`src/rtl/vram_arbiter_pkg.sv`:
```
// Shared types and default sizing for the VRAM port arbiter.
// Imported by the arbiter top and its write queue.
package vram_arbiter_pkg;

    localparam int ADDR_W_DEF     = 12;
    localparam int DATA_W_DEF     = 8;
    localparam int WQ_DEPTH_DEF   = 4;
    localparam int STARVE_MAX_DEF = 16;

    typedef enum logic [1:0] {
        GNT_NONE,
        GNT_WQ,
        GNT_CPU_RD,
        GNT_PPU
    } grant_t;

    typedef enum logic [1:0] {
        RD_IDLE,
        RD_WAIT,
        RD_DATA
    } rd_state_t;

endpackage

```
`src/rtl/vram_write_fifo.sv`:
```
// Posted-write queue of {address, data} for CPU stores to VRAM.
// Push is dropped when full; pop is dropped when empty.
module vram_write_fifo
    import vram_arbiter_pkg::*;
#(
    parameter int ADDR_W = ADDR_W_DEF,
    parameter int DATA_W = DATA_W_DEF,
    parameter int DEPTH  = WQ_DEPTH_DEF
) (
    input  logic                    clk,
    input  logic                    rst_n,
    input  logic                    push,
    input  logic [ADDR_W-1:0]       push_address,
    input  logic [DATA_W-1:0]       push_data,
    input  logic                    pop,
    output logic                    full,
    output logic                    empty,
    output logic [$clog2(DEPTH):0]  level,
    output logic [ADDR_W-1:0]       head_address,
    output logic [DATA_W-1:0]       head_data
);

    localparam int PTR_W = $clog2(DEPTH);
    localparam int LVL_W = PTR_W + 1;

    logic [ADDR_W-1:0] addr_mem [DEPTH];
    logic [DATA_W-1:0] data_mem [DEPTH];
    logic [PTR_W-1:0]  wr_ptr;
    logic [PTR_W-1:0]  rd_ptr;
    logic [LVL_W-1:0]  count;
    logic              do_push;
    logic              do_pop;

    assign full    = (count == LVL_W'(DEPTH));
    assign empty   = (count == '0);
    assign do_push = push && !full;
    assign do_pop  = pop && !empty;

    assign level        = count;
    assign head_address = addr_mem[rd_ptr];
    assign head_data    = data_mem[rd_ptr];

    // Storage needs no reset: only entries below count are ever read.
    always_ff @(posedge clk) begin
        if (do_push) begin
            addr_mem[wr_ptr] <= push_address;
            data_mem[wr_ptr] <= push_data;
        end
    end

    always_ff @(posedge clk or negedge rst_n) begin
        if (!rst_n) begin
            wr_ptr <= '0;
            rd_ptr <= '0;
            count  <= '0;
        end else begin
            if (do_push) begin
                wr_ptr <= wr_ptr + 1'b1;
            end
            if (do_pop) begin
                rd_ptr <= rd_ptr + 1'b1;
            end
            case ({do_push, do_pop})
                2'b10:   count <= count + 1'b1;
                2'b01:   count <= count - 1'b1;
                default: count <= count;
            endcase
        end
    end

endmodule

```
`src/rtl/vram_arbiter.sv`:
```
// Single-port VRAM arbiter between the 6502 bus and the PPU fetch engine.
// PPU owns the port in active display, CPU owns it in vblank.
module vram_arbiter
    import vram_arbiter_pkg::*;
#(
    parameter int ADDR_W     = ADDR_W_DEF,
    parameter int DATA_W     = DATA_W_DEF,
    parameter int WQ_DEPTH   = WQ_DEPTH_DEF,
    parameter int STARVE_MAX = STARVE_MAX_DEF
) (
    input  logic                        clk,
    input  logic                        rst_n,
    input  logic                        in_vblank,
    input  logic                        cpu_valid,
    input  logic                        cpu_write,
    input  logic [ADDR_W-1:0]           cpu_address,
    input  logic [DATA_W-1:0]           cpu_wdata,
    output logic [DATA_W-1:0]           cpu_rdata,
    output logic                        cpu_rdy,
    input  logic                        ppu_req,
    input  logic [ADDR_W-1:0]           ppu_address,
    output logic                        ppu_gnt,
    output logic                        ppu_rdata_valid,
    output logic [DATA_W-1:0]           ppu_rdata,
    output logic                        vram_en,
    output logic                        vram_we,
    output logic [ADDR_W-1:0]           vram_address,
    output logic [DATA_W-1:0]           vram_wdata,
    input  logic [DATA_W-1:0]           vram_rdata,
    output logic [$clog2(WQ_DEPTH):0]   wq_level
);

    localparam int STARVE_W = $clog2(STARVE_MAX + 1);
    localparam logic [STARVE_W-1:0] STARVE_LIM = STARVE_W'(STARVE_MAX);

    grant_t            grant;
    rd_state_t         rd_state;
    logic              rd_data_q;
    logic [STARVE_W-1:0] starve_cnt;

    logic              wq_push;
    logic              wq_pop;
    logic              wq_full;
    logic              wq_empty;
    logic [ADDR_W-1:0] wq_head_address;
    logic [DATA_W-1:0] wq_head_data;

    logic              wq_elig;
    logic              rd_elig;
    logic              starved;

    vram_write_fifo #(
        .ADDR_W (ADDR_W),
        .DATA_W (DATA_W),
        .DEPTH  (WQ_DEPTH)
    ) u_wq (
        .clk          (clk),
        .rst_n        (rst_n),
        .push         (wq_push),
        .push_address (cpu_address),
        .push_data    (cpu_wdata),
        .pop          (wq_pop),
        .full         (wq_full),
        .empty        (wq_empty),
        .level        (wq_level),
        .head_address (wq_head_address),
        .head_data    (wq_head_data)
    );

    // Writes see start-of-cycle full; reads complete only in the data cycle.
    assign cpu_rdy = rst_n && cpu_valid &&
                     (cpu_write ? !wq_full : rd_data_q);
    assign wq_push = cpu_valid && cpu_write && cpu_rdy;
    assign wq_pop  = (grant == GNT_WQ);

    assign wq_elig = !wq_empty;
    assign rd_elig = (rd_state == RD_WAIT) && wq_empty;
    assign starved = (starve_cnt == STARVE_LIM);

    always_comb begin
        grant = GNT_NONE;
        if (!rst_n) begin
            grant = GNT_NONE;
        end else if (in_vblank) begin
            if (wq_elig) begin
                grant = GNT_WQ;
            end else if (rd_elig) begin
                grant = GNT_CPU_RD;
            end else if (ppu_req) begin
                grant = GNT_PPU;
            end
        end else begin
            if (wq_elig && starved) begin
                grant = GNT_WQ;
            end else if (ppu_req) begin
                grant = GNT_PPU;
            end else if (wq_elig) begin
                grant = GNT_WQ;
            end else if (rd_elig) begin
                grant = GNT_CPU_RD;
            end
        end
    end

    always_comb begin
        vram_en      = (grant != GNT_NONE);
        vram_we      = (grant == GNT_WQ);
        vram_address = '0;
        vram_wdata   = '0;
        case (grant)
            GNT_WQ: begin
                vram_address = wq_head_address;
                vram_wdata   = wq_head_data;
            end
            GNT_CPU_RD: vram_address = cpu_address;
            GNT_PPU:    vram_address = ppu_address;
            default:    vram_address = '0;
        endcase
    end

    assign ppu_gnt   = (grant == GNT_PPU);
    assign ppu_rdata = ppu_rdata_valid ? vram_rdata : '0;
    assign cpu_rdata = rd_data_q ? vram_rdata : '0;

    always_ff @(posedge clk or negedge rst_n) begin
        if (!rst_n) begin
            rd_state  <= RD_IDLE;
            rd_data_q <= 1'b0;
        end else begin
            rd_data_q <= 1'b0;
            case (rd_state)
                RD_IDLE: begin
                    if (cpu_valid && !cpu_write) begin
                        rd_state <= RD_WAIT;
                    end
                end
                RD_WAIT: begin
                    if (grant == GNT_CPU_RD) begin
                        rd_state  <= RD_DATA;
                        rd_data_q <= 1'b1;
                    end
                end
                RD_DATA: rd_state <= RD_IDLE;
                default: rd_state <= RD_IDLE;
            endcase
        end
    end

    always_ff @(posedge clk or negedge rst_n) begin
        if (!rst_n) begin
            ppu_rdata_valid <= 1'b0;
        end else begin
            ppu_rdata_valid <= ppu_gnt;
        end
    end

    // Bounds how long display fetches can hold off posted writes.
    always_ff @(posedge clk or negedge rst_n) begin
        if (!rst_n) begin
            starve_cnt <= '0;
        end else if (wq_empty || grant == GNT_WQ) begin
            starve_cnt <= '0;
        end else if (!in_vblank && !starved) begin
            starve_cnt <= starve_cnt + 1'b1;
        end
    end

endmodule

```
`config.mk`:
```
export PLATFORM = sky130hd
export DESIGN_NAME = vram_arbiter
export DESIGN_NICKNAME = d
export VERILOG_FILES = /design/src/rtl/vram_arbiter_pkg.sv /design/src/rtl/vram_write_fifo.sv /design/src/rtl/vram_arbiter.sv
export SDC_FILE = /design/constraint.sdc
export NUM_CORES = 1
export LEC_CHECK = 0
export ABC_AREA = 1
export CAP_MARGIN = 15
export CORE_MARGIN = 2
export CORE_UTILIZATION = 50
export DETAILED_ROUTE_END_ITERATION = 10
export PLACE_DENSITY = 0.78
export SLEW_MARGIN = 25
export SYNTH_ARGS = -nofsm -noshare
export SYNTH_HDL_FRONTEND = slang
export SYNTH_SLANG_ARGS = --single-unit
```
`constraint.sdc`:
```
create_clock -name clk -period 3.05 [get_ports clk]
set_input_delay 0.305 -clock clk [delete_from_list [all_inputs] [get_ports clk]]
set_output_delay 0.305 -clock clk [all_outputs]
set_load 0.02 [all_outputs]
```
# Word level (Yosys, flattened, before mapping)
# Memory sizes are Yosys's and may differ from the RTL's.
# Index checks and enable logic that the tools add are counted.
# classes
add_sub_neg	5
eq_ne	10
n_mux	24
n_reduce_logical	22
# op_table
operator	n
12-bit one-hot mux with 3 select lines	1
8-bit 2-to-1 mux	3
2-bit 2-to-1 mux	11
1-bit logical AND	10
5-bit 2-to-1 mux	2
2-bit by 1-bit equality test with 1-bit output (second input constant)	3
2-bit equality test (second input constant)	3
3-bit one-hot mux with 2 select lines	1
2-bit nonzero test	3
5-bit by 1-bit adder with 5-bit output (second input constant)	1
5-bit equality test (second input constant)	1
1-bit zero test	5
1-bit 2-to-1 mux	5
2-bit by 1-bit adder with 2-bit output (second input constant)	2
2-bit one-hot mux with 2 select lines	1
3-bit by 1-bit adder with 3-bit output (second input constant)	1
3-bit equality test (second input constant)	1
3-bit zero test	1
3-bit by 1-bit subtractor with 3-bit output (second input constant)	1
2-bit zero test	1
2-bit by 1-bit inequality test with 1-bit output (second input constant)	1
2-bit inequality test (second input constant)	1
2-bit AND reduction	1
1-bit logical OR	1
# totals
reg_bits	16
mem_bits_rw	80
input_bits	46
mem_count	2
# memory_table
name	words	width	read_ports	rd_clocked_by_memory_dff	write_ports	line_no	text
u_wq.addr_mem	4	12	1	0	1	vram_write_fifo.sv:26	logic [ADDR_W-1:0] addr_mem [DEPTH];
u_wq.data_mem	4	8	1	0	1	vram_write_fifo.sv:27	logic [DATA_W-1:0] data_mem [DEPTH];

# Logic depth before layout (Yosys ltp)
# Gate-level depths: netlist of the first run.
# logic_depth
ltp_word	12
mapped_depth	17

# Hierarchy
# Synthesis of the first run repeated with hierarchy kept, for this count alone.
# hier_totals
hier_cells	468
hier_area_um2	4685.7
# modules_own_cells
mod	instances	cells_each	area_per_inst_um2	seq_area_each_um2
vram_write_fifo	1	294	3669.8	2577.5
vram_arbiter	1	174	1016.0	225.2

# Worst setup path after synthesis of the first run
# OpenSTA, ideal clock, no wires.
# synth_timing
path_kind	register to register
startpoint	register starve_cnt[0]
endpoint	register u_wq.count[2], in the netlist u_wq.level[2]
setup_time_ps	131
arrival_time_ps	2243
t_required_ps	2919
setup_slack_ps	676
path_stages_with_launch	18
n_path_buf	1
synth_period_minus_slack_ps	2374
path_cell_list	dfrtp_1 inv_1 ha_1 inv_1 nor2_1 nand2_1 nand2_1 nand2_1 nand3_4 nand2_4 buf_8 inv_1 ha_1 inv_1 fa_1 a21oi_1 o21ai_0 xor2_1
# synth_via
elab_chain_len	9
elab_cells_between_ends	11
# synth_rtl
element	line_no	text
start, declared	vram_arbiter.sv:39	logic [STARVE_W-1:0] starve_cnt;
start signal, assigned	vram_arbiter.sv:164	starve_cnt <= starve_cnt + 1'b1;
5-bit equality test *	vram_arbiter.sv:78	assign starved = (starve_cnt == STARVE_LIM);
1-bit logical AND *	vram_arbiter.sv:93	if (wq_elig && starved) begin
2-bit 2-to-1 mux *	vram_arbiter.sv:93	
2-bit 2-to-1 mux *	vram_arbiter.sv:84	end else if (in_vblank) begin
2-bit 2-to-1 mux *	vram_arbiter.sv:82	if (!rst_n) begin
2-bit by 1-bit equality test with 1-bit output *	vram_arbiter.sv:74	assign wq_pop = (grant == GNT_WQ);
1-bit logical AND *	vram_write_fifo.sv:37	assign do_pop = pop && !empty;
net u_wq.do_pop	vram_write_fifo.sv:32	logic do_pop;
2-bit by 1-bit equality test with 1-bit output / 2-bit equality test (equally long branches)	vram_write_fifo.sv:63	case ({do_push, do_pop})
3-bit one-hot mux with 2 select lines / 2-bit nonzero test (equally long branches)	n/a	
end signal, assigned	vram_write_fifo.sv:64	2'b10: count <= count + 1'b1;
end signal, assigned	vram_write_fifo.sv:65	2'b01: count <= count - 1'b1;
end signal, assigned	vram_write_fifo.sv:66	default: count <= count;
end, declared	vram_write_fifo.sv:30	logic [LVL_W-1:0] count;
# Mark *: on every way through the listed nets, which the timed path passes. The rest lies on a longest branch.
# A chain may end at the register's enable or synchronous reset.

# Worst setup path after layout of the first run
# layout_timing
startpoint	register starve_cnt[0]
endpoint	output vram_wdata[6]
# layout_via
elab_chain_len	7
# layout_rtl
element	line_no	text
5-bit equality test	vram_arbiter.sv:78	
1-bit logical AND	vram_arbiter.sv:93	
2-bit 2-to-1 mux	vram_arbiter.sv:93	
2-bit 2-to-1 mux	vram_arbiter.sv:84	
2-bit 2-to-1 mux	vram_arbiter.sv:82	
2-bit by 1-bit equality test with 1-bit output	vram_arbiter.sv:110	case (grant)
8-bit 2-to-1 mux	vram_arbiter.sv:110	
end, declared	vram_arbiter.sv:28	output logic [DATA_W-1:0] vram_wdata,
# Every way passes these cells.

==> impl_metrics.py, run 1 <==
metrics = {
    "outcome": {
        "run_status": "completed",
    },
    "placed_design": {
        "gp_congestion": 0.804,
        "place.port_buffers": 89,
        "placedCellCount": 612,
        "place_hpwl_um": 6790,
    },
    "sta": {
        "setup_tns_ns": 0,
        "fin_skew_ns": 0.00829,
        "slew_viol_final": 0,
        "worst_slew_pin_slew_ns": 0.424,
        "post-route-period-util": 0.944,
        "fmax_ghz": 0.347,
        "relSlewSlack": 0.717,
        "rsz0062_at_grt": "no",
        "period_needed_ns": 2.88,
        "setup_violations": 0,
        "finalHoldViolations": 0,
    },
    "synth": {
        "yosys.area.top_type": "edfxtp_1",
        "synth_async_sr_flop_share": 0.167,
        "yosys_warnings": 0,
        "seq_area_frac_synth": 0.638,
        "synth_area_leaders": "edfxtp_1 (55%), dfrtp_1 (9.1%), nor2_1 (6.0%)",
        "synth_cell_types": 28,
        "syn_avg_cell_area_um2": 10.5,
        "synth-edff-count": 80,
        "synthFlopType": "edfxtp_1",
        "ys_ff_latch": 96,
        "syn_nets": 474,
        "syn_inst": 420,
        "synth_top_area_frac": 0.547,
        "netlist_area_um2": 4390,
    },
    "final_layout": {
        "drive_gt1_frac": 0.105,
        "mostFrequentLayoutCell": "edfxtp_1",
        "insertedDiodeCount": 0,
        "area_delta_synth_final_pct": 29.7,
        "nets": 575,
        "stdcell_count": 634,
        "layout_common_cells": "edfxtp_1 (80), clkdlybuf4s50_1 (77), nor2_1 (66), nand2_1 (63), o21ai_0 (44)",
    },
    "route": {
        "ant_nets": 0,
        "drc_errors": 0,
        "via_per_inst": 5.30,
        "wl_um": 9990,
        "drt_iter0_markers": 212,
        "post_drt_wl_per_cell_um": 15.8,
        "dr.pass1.iters": 4,
        "dr_total_vias": 3360,
    },
    "worst_setup_path": {
        "crit_required_ns": 2.74,
        "crit_type": "flop to output pin",
        "crit_fanout": 15,
        "max_stage_delay_ns": 0.62,
        "cpMostUsedCell": "nand2_1",
        "crit_slowest_cell": "clkdlybuf4s50_1",
        "arrival_ns": 2.57,
        "start_kind": "flop",
        "cp-end-kind": "output pin",
        "path_cells": "inv_1 > ha_1 > inv_1 > nor2_1 > nand2_1 > nand2_1 > nand2_1 > nand3_4 > nand2_4 > a21oi_2 > clkdlybuf4s50_1",
    },
    "global_routing": {
        "grt_pass1_wl_um": 15900,
        "gr-total-overflow": 0,
        "grt_use_total": 0.212,
        "grt_pass1_vias": 3305,
        "antenna_found_initial": 0,
        "grt_max_degree": 42,
    },
    "clock_network": {
        "clk_path_buf_depth": 2,
        "clockRootBuffer": "clkbuf_8",
        "path_clk_slew_ns": 0.09,
        "cts_num_sinks": 96,
        "cts_tree": "built",
        "htree_levels": 3,
        "cts_made_buffers": 9,
        "clock_latency_ns": 0.35,
    },
    "floorplanning": {
        "start_util": 0.509,
        "die_x_um": 97.7,
        "rows": 34,
        "fp.dieH_um": 97.7,
        "core_area_um2": 8640,
        "ioPinCount": 90,
        "dieArea_um2": 9550,
    },
    "pwr": {
        "p_leak_nw": 2.40,
        "power.ir.vdd_worst_v": 0.000353,
        "cellPowerDensity_nw_per_um2": 734,
    },
    "run": {
        "max_cap_viol_count": 0,
    },
    "worst_hold_path": {
        "hold_class": "input port to asynchronous set/reset pin",
    },
}
cell type report:
cell class	count	area, um2
Clock inverter	6	48.8
Tap cell	108	135
Multi-Input combinational cell	260	1320
Timing Repair Buffer	111	1100
Clock buffer	10	128
Fill cell	661	2940
Sequential cell	96	2800
Inverter	43	161
critical path, delay by kind of cell (launching register included):
| family | cells | cell delay [ns] |
|---|---|---|
| buf+inv | 3 | 0.78 |
| compound gates | 1 | 0.18 |
| flops | 1 | 0.41 |
| simple gates | 6 | 0.68 |
| fa+ha+maj | 1 | 0.16 |
where the power goes:
| group | switching, mW | internal (mW) | leakage [nW] |
|---|---|---|---|
| clock | 0.451 | 0.309 | 0.0872 |
| combinational | 1.09 | 0.703 | 1.39 |
| sequential | 0.0781 | 1.55 | 0.924 |
| total | 1.62 | 2.56 | 2.40 |
final timing paths:
check	startpoint	slack [ns]	depth (start not counted)	end
worst max-delay path	starve_cnt[0]	0.17	11	vram_wdata[6]
worst min-delay path	rst_n	0.44	2	rd_state[1]
worst max register to register	starve_cnt[0]	0.41	16	u_wq.level[2]
worst min register to register	rd_state[1]	0.50	1	rd_state[0]
max in group asynchronous	rst_n	2.42	2	u_wq.level[1]
min in group clk	rd_state[1]	0.50	1	rd_state[0]
synthesized netlist by cell type, types with 7 or more instances:
| library cell | instances |
|---|---|
| a21oi_2 | 8 |
| nand3_1 | 32 |
| o22ai_1 | 12 |
| o21ai_0 | 44 |
| edfxtp_1 | 80 |
| inv_1 | 43 |
| clkbuf_1 | 12 |
| nand2_1 | 63 |
| dfrtp_1 | 16 |
| ha_1 | 7 |
| nor2_1 | 70 |
sequential cells by signal, indices dropped and copies added (netlist names):
name and flops:
u_wq.rd_ptr 2, u_wq.data_mem 32, ppu_rdata_valid 1, rd_data_q 1, rd_state 2, u_wq.level 3
starve_cnt 5, u_wq.wr_ptr 2, u_wq.addr_mem 48
through the flow:
stage | instance area, um2 | util | power [mW] | hold WS, ns | setup slack [ns]
floorplan | 4390 | - | 2.78 | 0.00941 | 0.676
global placement | 5450 | 0.631 | 3.38 | 0.456 | 0.299
detailed placement | 5450 | 0.631 | 3.45 | 0.466 | 0.221
CTS | 5670 | 0.656 | 4.22 | 0.436 | 0.103
global route | 5700 | 0.660 | 4.44 | 0.455 | 0.0294
finish | 5700 | 0.660 | 4.19 | 0.443 | 0.172
timing repair:
action	CTS	global route
pin swaps	2	0
endpoints found under the setup margin	12	12
buffers inserted	6	0
endpoints found under the hold margin	0	0
hold buffers	0	0
gates resized for setup	0	12
per-layer routing:
metal	wire length, um	up-vias	global-route usage
met2	5210	110	0.372
met5	0	-	0
met3	522	13	0.0444
li1	-	1615	-
met4	149	0	0.0780
met1	4100	1622	0.259
cell families (layout without fill, tap and decap cells):
logic type / after synthesis / after routing / share of synthesized area
AO/OA/AOI/OAI: 72 / 72 / 0.0929
XOR/XNOR: 4 / 4 / 0.00798
adder cells (fa/ha/maj): 8 / 8 / 0.0245
buffers and inverters: 64 / 170 / 0.0629
flip-flops: 96 / 96 / 0.638
AND/OR/NAND/NOR: 176 / 176 / 0.174
Power figures use the tool's default switching activity.
==> run 2, diff against run 1 <==
- CELL_PAD_IN_SITES_DETAIL_PLACEMENT: unset -> 1
- CELL_PAD_IN_SITES_GLOBAL_PLACEMENT: unset -> 2
- CORE_UTILIZATION: 50 -> 32
- PLACE_DENSITY: 0.78 -> unset
- PLACE_DENSITY_LB_ADDON: unset -> 0.1
==> impl_metrics.py, run 2 (same netlist as run 1, synthesis figures left out) <==
metrics = {
    "outcome": {
        "run_status": "completed",
    },
    "final_layout": {
        "largest_reg_flops": 48,
        "nets": 572,
        "top_register": "u_wq.addr_mem",
        "final_core_util": 0.443,
        "top_regs": "u_wq.addr_mem: 48 flops, u_wq.data_mem: 32 flops, starve_cnt: 5 flops",
        "layout_common_cells": "clkdlybuf4s50_1 (86), edfxtp_1 (80), nor2_1 (66), nand2_1 (63), o21ai_0 (44)",
        "final_area_um2": 5920,
        "mostFrequentLayoutCell": "clkdlybuf4s50_1",
        "stdcell_count": 699,
        "insertedDiodeCount": 0,
        "drive_gt1_frac": 0.0994,
        "area_delta_synth_final_pct": 34.7,
    },
    "global_routing": {
        "grt_pass1_wl_um": 18500,
        "grt_max_degree": 42,
        "antenna_found_initial": 0,
        "grt_pass1_vias": 3436,
        "grt_use_total": 0.168,
        "gr-total-overflow": 0,
    },
    "floorplanning": {
        "start_util": 0.329,
        "ioPinCount": 90,
        "rows": 42,
        "fp.dieH_um": 121,
        "dieArea_um2": 14700,
        "core_area_um2": 13300,
        "die_x_um": 121,
    },
    "clock_network": {
        "cts_num_sinks": 96,
        "hold_buffers": 0,
        "clk_path_buf_depth": 2,
        "clock_latency_ns": 0.35,
        "cts_made_buffers": 9,
        "path_clk_slew_ns": 0.07,
        "htree_levels": 3,
        "clockRootBuffer": "clkbuf_16",
        "cts_tree": "built",
    },
    "route": {
        "dr_total_vias": 3311,
        "drc_errors": 0,
        "post_drt_wl_per_cell_um": 16.4,
        "wl_um": 11500,
        "via_per_inst": 4.74,
        "drt_iter0_markers": 85,
        "dr.pass1.iters": 4,
        "ant_nets": 0,
    },
    "placed_design": {
        "place_hpwl_um": 7800,
        "placed_area_um2": 5550,
        "place.port_buffers": 89,
        "gp_congestion": 0.765,
        "placedCellCount": 681,
    },
    "pwr": {
        "p_leak_nw": 2.33,
        "cellPowerDensity_nw_per_um2": 791,
        "power.ir.vdd_worst_v": 0.000450,
    },
    "worst_setup_path": {
        "reg2reg_slack_ns": 0.46,
        "cp-end-kind": "output pin",
        "path_cells": "inv_1 > ha_1 > inv_1 > nor2_1 > nand2_1 > nand2_1 > nand2_1 > nand3_4 > nor2_4 > buf_12 > nand2_1 > nand3_1 > clkdlybuf4s50_1",
        "crit_required_ns": 2.74,
        "crit_fanout": 14,
        "crit_type": "flop to output pin",
        "r2r-end": "u_wq.level[2]",
        "crit_slowest_cell": "clkdlybuf4s50_1",
        "max_stage_delay_ns": 0.60,
        "r2r-start": "starve_cnt[0]",
        "start_kind": "flop",
        "arrival_ns": 2.58,
        "cpMostUsedCell": "nand2_1",
        "reg2reg_depth": 16,
    },
    "sta": {
        "fmax_ghz": 0.347,
        "post-route-period-util": 0.946,
        "period_needed_ns": 2.88,
        "setup_tns_ns": 0,
        "finalHoldViolations": 0,
        "relSlewSlack": 0.610,
        "slew_viol_final": 0,
        "setup_violations": 0,
        "worst_slew_pin_slew_ns": 0.584,
        "fin_skew_ns": 0.00647,
        "hold_slack_ns": 0.480,
    },
    "worst_hold_path": {
        "min_from": "rd_state[1]",
        "hold_depth": 1,
        "min_to": "rd_state[0]",
        "hold_class": "flop to flop",
    },
    "run": {
        "max_cap_viol_count": 0,
    },
}
run 2: worst max-delay path by stage:
stage                   from         endpoint  slack (ns)  cells after the start
2_1_floorplan  starve_cnt[0]    u_wq.level[2]        0.68                     17
3_3_place_gp           rst_n    u_wq.level[2]        0.30                     11
3_5_place_dp           rst_n    u_wq.level[2]        0.28                     11
4_1_cts        starve_cnt[0]  vram_address[1]        0.03                     12
5_1_grt        starve_cnt[0]  vram_address[2]      -0.003                     13
6_report       starve_cnt[0]  vram_address[1]        0.17                     13
run 2: per-stage QoR:
step	worst slack (ns)	power (mW)
final	0.166	4.68
after global routing	-0.00299	4.99
after CTS	0.0349	4.76
after detailed placement	0.280	3.54
after global placement	0.302	3.48
after floorplan	0.676	2.78
run 2: routing by layer:
layer  wire length, um  global-route usage  part of all wire  vias to the layer above
met5                 0                   0                 0                        -
met4               263              0.0783             0.023                        0
met3               481              0.0343             0.042                       17
met2              5590               0.282              0.49                       65
met1              5160               0.208              0.45                     1617
li1                  -                   -                 -                     1612
run 2: worst max-delay path, delay by kind of cell (launching register included):
kind                     cells  cell delay [ns]
adder cells (fa/ha/maj)      1             0.19
buffers and inverters        4             0.88
flip-flops                   1             0.37
AND/OR/NAND/NOR              8             0.77
run 2: timing repair:
| item | CTS | global route |
|---|---|---|
| endpoints found under the setup margin | 1 | 12 |
| buffers inserted | 1 | 1 |
| pin swaps | 1 | 1 |
| resized for setup | 0 | 4 |
run 2: area by class of cell:
type / instances / area [um2]
Clock buffer: 10 / 229
Clock inverter: 6 / 83.8
Fill cell: 1492 / 7430
Inverter: 43 / 161
Multi-Input combinational cell: 260 / 1320
Sequential cell: 96 / 2800
Tap cell: 176 / 220
Timing Repair Buffer: 108 / 1090
run 2: power breakdown:
| group | total [mW] | switching [mW] | internal [mW] |
|---|---|---|---|
| logic | 1.84 | 1.11 | 0.733 |
| clock network | 1.18 | 0.471 | 0.714 |
| registers | 1.65 | 0.100 | 1.55 |
==> run 3, diff against run 2 <==
- CORE_ASPECT_RATIO: unset -> 1.5
==> impl_metrics.py, run 3 (same netlist as run 1, synthesis figures left out) <==
metrics = {
    "clock_network": {
        "path_clk_slew_ns": 0.06,
        "clock_latency_ns": 0.34,
        "clk_path_buf_depth": 2,
        "hold_buffers": 0,
        "htree_levels": 3,
        "clockRootBuffer": "clkbuf_16",
        "cts_num_sinks": 96,
        "cts_made_buffers": 9,
        "cts_tree": "built",
    },
    "floorplanning": {
        "core_area_um2": 13500,
        "die_x_um": 99.7,
        "ioPinCount": 90,
        "rows": 52,
        "dieArea_um2": 14700,
        "fp.dieH_um": 148,
        "start_util": 0.326,
    },
    "final_layout": {
        "nFillCells": 1481,
        "area_delta_synth_final_pct": 35.0,
        "top_regs": "u_wq.addr_mem: 48 flops, u_wq.data_mem: 32 flops, starve_cnt: 5 flops",
        "top_register": "u_wq.addr_mem",
        "stdcell_count": 685,
        "mostFrequentLayoutCell": "edfxtp_1",
        "insertedDiodeCount": 0,
        "layout_common_cells": "edfxtp_1 (80), clkdlybuf4s50_1 (70), nor2_1 (66), nand2_1 (63), o21ai_0 (44)",
        "largest_reg_flops": 48,
        "drive_gt1_frac": 0.103,
        "nets": 573,
    },
    "worst_setup_path": {
        "cp-end-kind": "output pin",
        "cp_top_family": "simple AND/OR/NAND/NOR gates",
        "crit_fanout": 15,
        "crit_slowest_cell": "clkdlybuf4s50_1",
        "crit_type": "flop to output pin",
        "crit_required_ns": 2.74,
        "path_buf_inv": 3,
        "arrival_ns": 2.57,
        "path_cells": "inv_1 > ha_1 > inv_1 > nor2_1 > nand2_1 > nand2_1 > nand2_1 > nand3_4 > nand2_8 > a21oi_2 > clkdlybuf4s50_1",
        "start_kind": "flop",
        "cpMostUsedCell": "nand2_1",
        "max_stage_delay_ns": 0.61,
    },
    "sta": {
        "setup_tns_ns": 0,
        "worst_slew_pin_slew_ns": 0.446,
        "setup_violations": 0,
        "fin_skew_ns": 0.00715,
        "rsz0062_at_grt": "no",
        "fmax_ghz": 0.348,
        "period_needed_ns": 2.88,
        "finalHoldViolations": 0,
        "slew_viol_final": 0,
        "relSlewSlack": 0.703,
        "post-route-period-util": 0.943,
    },
    "pwr": {
        "power_mw": 4.58,
        "cellPowerDensity_nw_per_um2": 773,
        "p_leak_nw": 2.56,
        "power.ir.vdd_worst_v": 0.000361,
    },
    "route": {
        "wl_um": 12000,
        "post_drt_wl_per_cell_um": 17.5,
        "drt_iter0_markers": 138,
        "ant_nets": 0,
        "dr_total_vias": 3363,
        "via_per_inst": 4.91,
        "dr.pass1.iters": 4,
        "drc_errors": 0,
    },
    "global_routing": {
        "antenna_found_initial": 0,
        "grt_pass1_vias": 3501,
        "grt_pass1_wl_um": 18800,
        "gr-total-overflow": 0,
        "grt_max_degree": 43,
        "grt_use_total": 0.169,
    },
    "placed_design": {
        "placedCellCount": 667,
        "gp_congestion": 0.726,
        "place_hpwl_um": 7960,
        "place.port_buffers": 89,
    },
    "run": {
        "max_cap_viol_count": 0,
    },
    "worst_hold_path": {
        "hold_class": "input port to asynchronous set/reset pin",
    },
    "outcome": {
        "run_status": "completed",
    },
}
run 3: cell types whose count changed in the layout (fill, tap and decap cells not counted), moves of 2 or more:
cell             change
buf_4                +2
clkdlybuf4s50_1     -16
clkinv_4             +2
dlymetal6s2s_1      +16
run 3: repair_timing:
item | in CTS | in global routing
setup endpoints to repair | 12 | 21
gates cloned | 0 | 0
buffers inserted | 2 | 1
resized for setup | 0 | 20
pin swaps | 2 | 1
endpoints found under the hold margin | 0 | 0
run 3: where the power goes:
group / switching [mW] / total (mW) / internal [mW]
combinational: 1.11 / 1.81 / 0.704
clock: 0.483 / 1.12 / 0.635
sequential: 0.103 / 1.66 / 1.55
run 3: metrics by stage:
stage,setup slack (ns),hold WS [ns],utilization,area (um2)
after CTS,0.00857,0.458,0.436,5870
final,0.174,0.465,0.440,5930
after detailed placement,0.156,0.473,0.411,5530
after global placement,0.211,0.452,0.411,5530
after floorplan,0.676,0.00941,-,4390
after global routing,0.0317,0.482,0.440,5930
run 3: metal layers:
| layer | vias up | wire length (um) | global-route usage |
|---|---|---|---|
| met5 | - | 0 | 0 |
| li1 | 1619 | - | - |
| met3 | 9 | 451 | 0.0317 |
| met1 | 1666 | 4900 | 0.200 |
| met4 | 0 | 182 | 0.0589 |
| met2 | 69 | 6430 | 0.303 |
run 3: path summary, 6_finish.rpt:
kind	start	endpoint	slack [ns]	cells after the start
min reg2reg	rd_state[1]	rd_state[0]	0.48	1
min	rst_n	u_wq.level[1]	0.47	2
max	starve_cnt[0]	vram_wdata[2]	0.17	11
max in group asynchronous	rst_n	u_wq.rd_ptr[0]	2.41	2
min in group clk	rd_state[1]	rd_state[0]	0.48	1
max reg2reg	starve_cnt[0]	u_wq.level[2]	0.36	16
run 3: area by class of cell:
type / instances / area, um2 / area share
multi-input cells: 260 / 1330 / 0.225
inverters: 43 / 161 / 0.0272
well taps: 162 / 203 / 0.0342
repair buffers: 109 / 1140 / 0.192
clock buffers: 9 / 225 / 0.0380
clock inverters: 6 / 68.8 / 0.0116
flip-flops and latches: 96 / 2800 / 0.472
